==> src/rtl/shr_vram_if.sv <==
// Super Hires VRAM arbiter bus bundle.
// VGC read port, CPU shadow writes and block-RAM side.
interface shr_vram_if;
  logic        vgc_rd_i;
  logic [12:0] vgc_address_i;
  logic [31:0] vgc_data_o;
  logic        vgc_valid_o;
  logic        cpu_wr_i;
  logic [14:0] cpu_addr_i;
  logic [7:0]  cpu_data_i;
  logic        cpu_wr_ready_o;
  logic [12:0] ram_addr_o;
  logic        ram_we_o;
  logic [3:0]  ram_be_o;
  logic [31:0] ram_wdata_o;
  logic        ram_rd_o;
  logic [31:0] ram_rdata_i;

  modport slave (
    input  vgc_rd_i,
    input  vgc_address_i,
    output vgc_data_o,
    output vgc_valid_o,
    input  cpu_wr_i,
    input  cpu_addr_i,
    input  cpu_data_i,
    output cpu_wr_ready_o,
    output ram_addr_o,
    output ram_we_o,
    output ram_be_o,
    output ram_wdata_o,
    output ram_rd_o,
    input  ram_rdata_i
  );

  modport master (
    output vgc_rd_i,
    output vgc_address_i,
    input  vgc_data_o,
    input  vgc_valid_o,
    output cpu_wr_i,
    output cpu_addr_i,
    output cpu_data_i,
    input  cpu_wr_ready_o,
    input  ram_addr_o,
    input  ram_we_o,
    input  ram_be_o,
    input  ram_wdata_o,
    input  ram_rd_o,
    output ram_rdata_i
  );
endinterface

==> src/rtl/shr_vram_arbiter.sv <==
// Super Hires VRAM arbiter: VGC reads win every slot,
// buffered CPU byte writes retire in the idle slots.
module shr_vram_arbiter #(
  parameter int FIFO_DEPTH  = 8,
  parameter int RAM_LATENCY = 1
) (
  input  logic       clk_pixel,
  input  logic       reset,
  shr_vram_if.slave  bus,
  output logic [5:0] fifo_level_o,
  output logic       overflow_o
);

  localparam int AW = $clog2(FIFO_DEPTH);

  typedef struct packed {
    logic [12:0] word;
    logic [1:0]  lane;
    logic [7:0]  data;
  } wr_ent_t;

  wr_ent_t        fifo_mem [FIFO_DEPTH];
  wr_ent_t        head;
  logic [AW-1:0]  wr_ptr;
  logic [AW-1:0]  rd_ptr;
  logic           full;
  logic           empty;
  logic           push;
  logic           pop;
  logic           drop;
  logic [RAM_LATENCY:0] rd_sr;

  assign full  = fifo_level_o == 6'(FIFO_DEPTH);
  assign empty = fifo_level_o == 6'd0;
  assign push  = bus.cpu_wr_i && !full;
  assign drop  = bus.cpu_wr_i && full;
  assign pop   = !bus.vgc_rd_i && !empty;
  assign head  = fifo_mem[rd_ptr];

  assign bus.cpu_wr_ready_o = !full;
  assign bus.ram_rd_o       = rd_sr[0];

  // Write-entry storage; contents are don't-care until pushed.
  always_ff @(posedge clk_pixel) begin
    if (push) begin
      fifo_mem[wr_ptr] <= '{
        word: bus.cpu_addr_i[14:2],
        lane: bus.cpu_addr_i[1:0],
        data: bus.cpu_data_i
      };
    end
  end

  // FIFO pointers, occupancy and the sticky drop flag.
  always_ff @(posedge clk_pixel) begin
    if (reset) begin
      wr_ptr       <= '0;
      rd_ptr       <= '0;
      fifo_level_o <= '0;
      overflow_o   <= 1'b0;
    end else begin
      if (push) wr_ptr <= wr_ptr + 1'b1;
      if (pop)  rd_ptr <= rd_ptr + 1'b1;
      fifo_level_o <= fifo_level_o + 6'(push) - 6'(pop);
      if (drop) overflow_o <= 1'b1;
    end
  end

  // RAM slot: read strobe shift chain doubles as ram_rd_o.
  always_ff @(posedge clk_pixel) begin
    if (reset) begin
      rd_sr <= '0;
    end else begin
      rd_sr <= {rd_sr[RAM_LATENCY-1:0], bus.vgc_rd_i};
    end
  end

  // RAM address/write side; idle slots hold addr, be, wdata.
  always_ff @(posedge clk_pixel) begin
    if (reset) begin
      bus.ram_we_o    <= 1'b0;
      bus.ram_addr_o  <= '0;
      bus.ram_be_o    <= '0;
      bus.ram_wdata_o <= '0;
    end else begin
      bus.ram_we_o <= pop;
      if (bus.vgc_rd_i) begin
        bus.ram_addr_o <= bus.vgc_address_i;
      end else if (pop) begin
        bus.ram_addr_o  <= head.word;
        bus.ram_be_o    <= 4'b0001 << head.lane;
        bus.ram_wdata_o <= {4{head.data}};
      end
    end
  end

  // Read return: capture RAM data when its strobe matures.
  always_ff @(posedge clk_pixel) begin
    if (reset) begin
      bus.vgc_valid_o <= 1'b0;
      bus.vgc_data_o  <= '0;
    end else begin
      bus.vgc_valid_o <= rd_sr[RAM_LATENCY];
      if (rd_sr[RAM_LATENCY]) begin
        bus.vgc_data_o <= bus.ram_rdata_i;
      end
    end
  end

endmodule

==> src/flat_wrapper.sv <==
// flat-port wrapper written by rule: the top's interface ports become plain ports
module shr_vram_arbiter_flat 
#(
  parameter int FIFO_DEPTH  = 8,
  parameter int RAM_LATENCY = 1
)
  (clk_pixel, reset, fifo_level_o, overflow_o, bus_vgc_rd_i, bus_vgc_address_i, bus_vgc_data_o, bus_vgc_valid_o, bus_cpu_wr_i, bus_cpu_addr_i, bus_cpu_data_i, bus_cpu_wr_ready_o, bus_ram_addr_o, bus_ram_we_o, bus_ram_be_o, bus_ram_wdata_o, bus_ram_rd_o, bus_ram_rdata_i);
  shr_vram_if bus_i ();
  input  logic clk_pixel;
  input  logic reset;
  output logic [5:0] fifo_level_o;
  output logic overflow_o;
  input wire logic [$bits(bus_i.vgc_rd_i)-1:0] bus_vgc_rd_i;
  input wire logic [$bits(bus_i.vgc_address_i)-1:0] bus_vgc_address_i;
  output wire logic [$bits(bus_i.vgc_data_o)-1:0] bus_vgc_data_o;
  output wire logic [$bits(bus_i.vgc_valid_o)-1:0] bus_vgc_valid_o;
  input wire logic [$bits(bus_i.cpu_wr_i)-1:0] bus_cpu_wr_i;
  input wire logic [$bits(bus_i.cpu_addr_i)-1:0] bus_cpu_addr_i;
  input wire logic [$bits(bus_i.cpu_data_i)-1:0] bus_cpu_data_i;
  output wire logic [$bits(bus_i.cpu_wr_ready_o)-1:0] bus_cpu_wr_ready_o;
  output wire logic [$bits(bus_i.ram_addr_o)-1:0] bus_ram_addr_o;
  output wire logic [$bits(bus_i.ram_we_o)-1:0] bus_ram_we_o;
  output wire logic [$bits(bus_i.ram_be_o)-1:0] bus_ram_be_o;
  output wire logic [$bits(bus_i.ram_wdata_o)-1:0] bus_ram_wdata_o;
  output wire logic [$bits(bus_i.ram_rd_o)-1:0] bus_ram_rd_o;
  input wire logic [$bits(bus_i.ram_rdata_i)-1:0] bus_ram_rdata_i;
  assign bus_i.vgc_rd_i = bus_vgc_rd_i;
  assign bus_i.vgc_address_i = bus_vgc_address_i;
  assign bus_vgc_data_o = bus_i.vgc_data_o;
  assign bus_vgc_valid_o = bus_i.vgc_valid_o;
  assign bus_i.cpu_wr_i = bus_cpu_wr_i;
  assign bus_i.cpu_addr_i = bus_cpu_addr_i;
  assign bus_i.cpu_data_i = bus_cpu_data_i;
  assign bus_cpu_wr_ready_o = bus_i.cpu_wr_ready_o;
  assign bus_ram_addr_o = bus_i.ram_addr_o;
  assign bus_ram_we_o = bus_i.ram_we_o;
  assign bus_ram_be_o = bus_i.ram_be_o;
  assign bus_ram_wdata_o = bus_i.ram_wdata_o;
  assign bus_ram_rd_o = bus_i.ram_rd_o;
  assign bus_i.ram_rdata_i = bus_ram_rdata_i;
  shr_vram_arbiter #(.FIFO_DEPTH(FIFO_DEPTH), .RAM_LATENCY(RAM_LATENCY)) u_core (.clk_pixel(clk_pixel), .reset(reset), .bus(bus_i), .fifo_level_o(fifo_level_o), .overflow_o(overflow_o));
endmodule
==> config.mk <==
export PLATFORM = sky130hd
export DESIGN_NAME = shr_vram_arbiter_flat
export DESIGN_NICKNAME = d
export VERILOG_FILES = /design/src/rtl/shr_vram_if.sv /design/src/rtl/shr_vram_arbiter.sv /design/src/flat_wrapper.sv
export SDC_FILE = /design/constraint.sdc
export NUM_CORES = 1
export LEC_CHECK = 0
export ABC_CLOCK_PERIOD_IN_PS = 4250
export BUFFER_PORTS_ARGS = -buffer_cell sky130_fd_sc_hd__buf_2
export CORE_MARGIN = 3
export CORE_UTILIZATION = 29
export DETAILED_ROUTE_END_ITERATION = 10
export PLACE_DENSITY_LB_ADDON = 0.15
export RECOVER_POWER = 100
export SLEW_MARGIN = 10
export SYNTH_ARGS = -nofsm -noshare
export SYNTH_HDL_FRONTEND = slang
export SYNTH_SLANG_ARGS = --single-unit
==> constraint.sdc <==
create_clock -name clk_pixel -period 4.25 [get_ports clk_pixel]
set_clock_uncertainty 0.05 [all_clocks]
set_input_delay 0.425 -clock clk_pixel [delete_from_list [all_inputs] [get_ports clk_pixel]]
set_output_delay 0.425 -clock clk_pixel [all_outputs]
set_load 0.005 [all_outputs]
==> results of run 1 <==
-- power by group --
part	internal, mW	leakage (nW)	switching, mW	total, mW
Sequential	2.91	2.30	0.173	3.08
Combinational	0.587	1.22	0.612	1.20
Clock	1.74	0.527	1.04	2.78
-- cell usage after synthesis (all sizes together), types with 4 or more instances --
cell type	n	share of area
mux4	46	0.10
inv	10	0.0037
a21oi	10	0.0050
a211oi	8	0.0060
nor2b	4	0.0025
nand2b	4	0.0025
mux2i	56	0.056
nand3	5	0.0025
o22ai	12	0.0075
edfxtp	184	0.55
nor2	58	0.022
nand2	12	0.0045
ha	10	0.012
clkbuf	11	0.0041
a22oi	12	0.0090
buf	46	0.033
dfxtp	77	0.15
xnor2	5	0.0044
-- final timing paths --
| path | start | to | slack (ns) | depth (start not counted) |
|---|---|---|---|---|
| hold reg to reg | u_core.bus.ram_be_o[3] | u_core.bus.ram_be_o[3] | 0.41 | 2 |
| setup / recovery | u_core.fifo_level_o[2] | u_core.fifo_mem[7][3] | 0.92 | 7 |
| hold / removal | bus_ram_rdata_i[22] | u_core.bus.vgc_data_o[22] | 0.06 | 3 |
| setup reg to reg | u_core.fifo_level_o[2] | u_core.fifo_mem[7][3] | 0.92 | 7 |
-- stage by stage --
stage / setup WS [ns] / total power, mW / instance area (µm²) / util
2_1_floorplan: 0.942 / 4.02 / 10100 / -
6_report: 0.919 / 7.06 / 12200 / 0.359
3_3_place_gp: 1.61 / 4.37 / 11200 / 0.331
4_1_cts: 1.50 / 7.21 / 12300 / 0.363
3_5_place_dp: 1.53 / 4.40 / 11200 / 0.331
5_1_grt: 0.673 / 7.43 / 12200 / 0.359
-- cell type report --
| type | instances | area [µm²] | share of cell area |
|---|---|---|---|
| Sequential cell | 261 | 7070 | 0.581 |
| Multi-Input combinational cell | 266 | 2610 | 0.214 |
| Clock buffer | 34 | 807 | 0.0664 |
| Timing Repair Buffer | 176 | 788 | 0.0648 |
| Tap cell | 448 | 561 | 0.0461 |
| Clock inverter | 22 | 290 | 0.0239 |
| Inverter | 10 | 37.5 | 0.00309 |
-- layout by cell type, fill, tap and decap left out, types with 4 or more instances in the layout --
cell,instances
dfxtp_1,77
clkbuf_1,99
buf_2,68
nor2_2,4
clkbuf_16,31
inv_1,9
clkinv_1,5
mux2i_1,56
o22ai_1,12
nand2_1,12
mux4_2,44
clkinvlp_4,4
ha_1,10
xnor2_1,5
a22oi_1,12
nand2b_1,4
nor2_1,53
a211oi_1,8
buf_4,7
edfxtp_1,184
bufinv_16,6
a21oi_1,10
clkinv_2,4
nor2b_1,4
nand3_1,5
-- routing by layer --
layer | wire length (µm) | share of wire | GRT usage | vias to the layer above
met5 | 13 | 0.00056 | 0 | -
met4 | 410 | 0.018 | 0.0333 | 2
met3 | 1500 | 0.065 | 0.0240 | 33
met2 | 10800 | 0.47 | 0.202 | 169
met1 | 10400 | 0.45 | 0.168 | 2706
li1 | - | - | - | 2558
-- flip-flops by register name, summed over array words and instances, names as in the netlist, named ones only --
register,count
u_core.bus.vgc_data_o,32
u_core.bus.ram_addr_o,13
u_core.bus.ram_be_o,4
u_core.fifo_level_o,6
u_core.fifo_mem,184
u_core.rd_ptr,3
u_core.wr_ptr,3
u_core.bus.vgc_valid_o,1
u_core.bus.ram_wdata_o,8
u_core.rd_sr,2
u_core.overflow_o,1
u_core.bus.ram_we_o,1
-- critical path: cells and delay by family, from the launching register on --
| family | cells | cell delay, ns |
|---|---|---|
| adder cells (fa/ha/maj) | 1 | 0.21 |
| buffers and inverters | 2 | 1.49 |
| flip-flops | 1 | 0.35 |
| AND/OR/NAND/NOR | 4 | 0.80 |
-- kinds of logic (layout without fill, tap and decap cells) --
| logic type | after synthesis | count (layout) |
|---|---|---|
| AOI/OAI and AO/OA | 48 | 48 |
| xor gates and xnor gates | 6 | 6 |
| adders and majority gates | 11 | 11 |
| buffers and inverters | 67 | 242 |
| DFF | 261 | 261 |
| muxes | 104 | 104 |
| and+or+nand+nor | 97 | 97 |
==> results.yml, run 1 <==
synth:
  synth_top_family_by_area: "multiplexers"
  muxShareOfSynthArea: 0.162
  syn-instance-count: 594
  ys_warn_count: 0
  synthArstFlopShare: 0
  synth_adder_area_share: 0.0144
  synth-edff-count: 184
  yosys.area_share.simple: 0.0441
  synth-compound-area-share: 0.0319
  ys_types: 42
  netlist_area_um2: 10100
  postSynthNetCount: 677
  synth_area_per_cell_um2: 16.9
  synth_ff_type: "edfxtp_1"
  synth_xor_area_frac: 0.00522
  yosysSeqAreaShare: 0.702
  synth_seq_cells: 261
sta:
  final-max-slew-violation-count: 141
  worst_pin_slew_ns: 1.96
  setup_violations: 0
  fmax_mhz: 300
  relSlewSlack: -0.310
  fin_crit_sh: 0.784
  whs_ns: 0.0648
  period_needed_ns: 3.33
  rsz0062_at_grt: "no"
  setup_tns_ns: 0
  hold_violations: 0
final_layout:
  nets: 828
  area_growth_pct: 20.8
  n_antenna_cell: 0
  final_cells: 1217
  fillers: 3298
  drive_above_1_share: 0.233
floorplan:
  core_um2: 33900
  die_h_um: 192
  initial_core_util: 0.297
  fp-row-count: 67
  die_area_um2: 37000
  pin_count: 164
  die_x_um: 192
clock_tree:
  cts_tree: "done"
  cts_made_buffers: 30
  cts_htree_levels: 1
  cts_resized: 0
  clk_pin_slew_ns: 0.06
  cts_sinks: 261
  clockBufferDepth: 3
  holdBufCountCts: 0
  post_cts_buffers: 0
  cts-root-buf: "clkbuf_16"
  clk_latency_ns: 0.55
route:
  final_antenna_net_count: 0
  drcViolationCount: 0
  drtIter0Drc: 280
  avgRoutedWirePerCell_um: 19.1
  vias: 5468
  drt_first_pass_iters: 4
  vias_per_cell: 4.49
  wl_um: 23200
grt:
  grt_max_degree: 78
  first_global_vias: 5700
  track_usage: 0.123
  antenna_found_initial: 1
  overflow: 0
  grt_pass1_wl_um: 34800
worst_setup_path:
  worstPathCellList: "inv_1, ha_1, nand4bb_1, and2_0, nand2_1, nor2_2, clkbuf_1"
  required_ns: 4.33
  path_max_fanout: 23
  critPathSlowestCell: "clkbuf_1"
  slowest_delay_ns: 1.40
  worstSetupEndpointType: "flop"
  crit_type: "flop to flop"
  crit_arrival_ns: 3.41
  cp-start-kind: "flop"
pwr:
  p_per_area_nw_per_um2: 581
  leakagePower_nw: 4.05
  vdd_ir_drop_max_mv: 0.327
placed_design:
  dp_hpwl_um: 14700
  dpl.cell_count: 1161
  routabilityCongestion: 0.706
  port_buffers: 163
run_status:
  status: "finished with violations"
  violations: "max-capacitance violations, max-slew violations"
hold_path:
  hold_path.class: "primary input to flop"
flow_run:
  maxCapViolCount: 5
Note: power is estimated with default switching activity, not from simulation.
==> inputs of run 2 (changes only) <==
ABC_CLOCK_PERIOD_IN_PS = 3400   (was 4250)
clock period = 3.4 ns   (was 4.25 ns; I/O delays follow)
==> run 2 against run 1 <==
The run still ends with max-capacitance violations, max-slew violations left. Worst hold slack got worse by 0.047 ns. Sequential share of layout area fell by 0.69 points. Die area is the same. Via count increased by 3.9%. Register-to-register slack worse by 0.13 ns. Critical path depth did not move. Fmax rose by 28%. Design area is 1.2% higher. First-iteration DRC count grew 17%. Global-route usage shrank 0.20 points. Worst setup slack worse by 0.13 ns. Clock power is 3% higher. Critical path type unchanged. Largest cell class unchanged.
==> results.yml, run 2 (same netlist as run 1, synthesis figures left out) <==
run_status:
  status: "finished with violations"
  violations: "max-capacitance violations, max-slew violations"
sta:
  finalWorstSetupSlack_ns: 0.793
  fin_crit_sh: 0.767
  hold_violations: 0
  relSlewSlack: -0.441
  setup_tns_ns: 0
  period_needed_ns: 2.61
  setup_violations: 0
  final-max-slew-violation-count: 54
  worst_pin_slew_ns: 2.16
  rsz0062_at_grt: "no"
  fmax_mhz: 384
  whs_ns: 0.0177
pwr:
  vdd_ir_drop_max_mv: 0.390
  p_per_area_nw_per_um2: 671
  leakagePower_nw: 4.13
route:
  drt_first_pass_iters: 4
  final_antenna_net_count: 0
  drcViolationCount: 0
  vias: 5683
  vias_per_cell: 4.54
  avgRoutedWirePerCell_um: 18.3
  wl_um: 22900
  drtIter0Drc: 328
grt:
  overflow: 0
  antenna_found_initial: 2
  track_usage: 0.121
  grt_max_degree: 54
  first_global_vias: 5928
  grt_pass1_wl_um: 34400
clock_tree:
  cts_made_buffers: 29
  cts_sinks: 261
  clockBufferDepth: 3
  clk_latency_ns: 0.54
  cts_resized: 0
  cts_tree: "done"
  cts-root-buf: "clkbuf_16"
  clk_pin_slew_ns: 0.05
  cts_htree_levels: 1
  post_cts_buffers: 0
placed_design:
  placed_area_um2: 11200
  dpl_worst_slack_ns: 0.865
  dp_hpwl_um: 14300
  port_buffers: 163
  routabilityCongestion: 0.713
final_layout:
  fin_area_um2: 12300
  top_register: "u_core.fifo_mem"
  multiInputGateArea_um2: 2610
  area_growth_pct: 22.3
  drive_above_1_share: 0.221
  largest_reg_flops: 184
  n_antenna_cell: 0
  reg.largest.list: "u_core.fifo_mem x184, u_core.bus.vgc_data_o x32, u_core.bus.ram_addr_o x13"
  final_cell_mix: "edfxtp_1, clkbuf_1, dfxtp_1, buf_2, mux2i_1"
  regArea_um2: 7070
  fillers: 3257
  layout_commonest_cell: "edfxtp_1"
  nets: 864
worst_setup_path:
  cp-start-kind: "flop"
  crit_type: "flop to flop"
  worstSetupEndpointType: "flop"
  path_max_fanout: 23
  required_ns: 3.51
  crit_arrival_ns: 2.72
floorplan:
  pin_count: 164
  fp-row-count: 67
  die_area_um2: 37000
  core_um2: 33900
  die_h_um: 192
  initial_core_util: 0.297
  die_x_um: 192
hold_path:
  hold_path.class: "primary input to flop"
flow_run:
  maxCapViolCount: 1
## run 2: final timing paths
check                         startpoint                   endpoint  slack, ns  depth (start not counted)
setup / recovery  u_core.fifo_level_o[2]      u_core.fifo_mem[1][4]       0.79                          7
hold / removal       bus_ram_rdata_i[15]  u_core.bus.vgc_data_o[15]       0.02                          3
setup reg to reg  u_core.fifo_level_o[2]      u_core.fifo_mem[1][4]       0.79                          7
hold reg to reg   u_core.bus.ram_be_o[1]     u_core.bus.ram_be_o[1]       0.41                          2
## run 2: area by class of cell
class,instances,share of cell area
repair buffers,213,0.0938
clock inverters,9,0.00356
well taps,448,0.0455
multi-input cells,266,0.212
inverters,10,0.00305
clock buffers,45,0.0675
flip-flops and latches,261,0.574
## run 2: repair_timing
action / 4_1_cts / 5_1_grt
endpoints found under the setup margin: 0 / 0
endpoints found under the hold margin: 67 / 0
hold buffers: 36 / 0
## run 2: power breakdown
part | leakage [nW] | switching, mW | internal (mW)
sequential | 2.30 | 0.188 | 3.64
clock | 0.421 | 1.19 | 1.67
combinational | 1.41 | 0.806 | 0.756
## run 2: through the flow
stage                     power (mW)   util  instances
after floorplan                 5.03      -        594
after global placement          5.47  0.331       1162
after detailed placement        5.51  0.331       1162
after CTS                       8.44  0.368       1252
after global routing            8.71  0.363       1252
final                           8.25  0.363       1252
## run 2: critical path, cell delays in order (launching register included)
cell,delay [ns]
dfxtp_1,0.35
inv_1,0.09
ha_1,0.20
nand4bb_1,0.18
and2_0,0.30
nand2_1,0.20
nor3_1,0.18
clkbuf_2,0.66
## run 2: metal layers
| metal | up-vias | GRT usage | share of wire |
|---|---|---|---|
| met5 | - | 0 | 0.00065 |
| met4 | 4 | 0.0297 | 0.024 |
| met3 | 39 | 0.0269 | 0.065 |
| met2 | 159 | 0.208 | 0.48 |
| met1 | 2846 | 0.156 | 0.43 |
| li1 | 2635 | - | - |
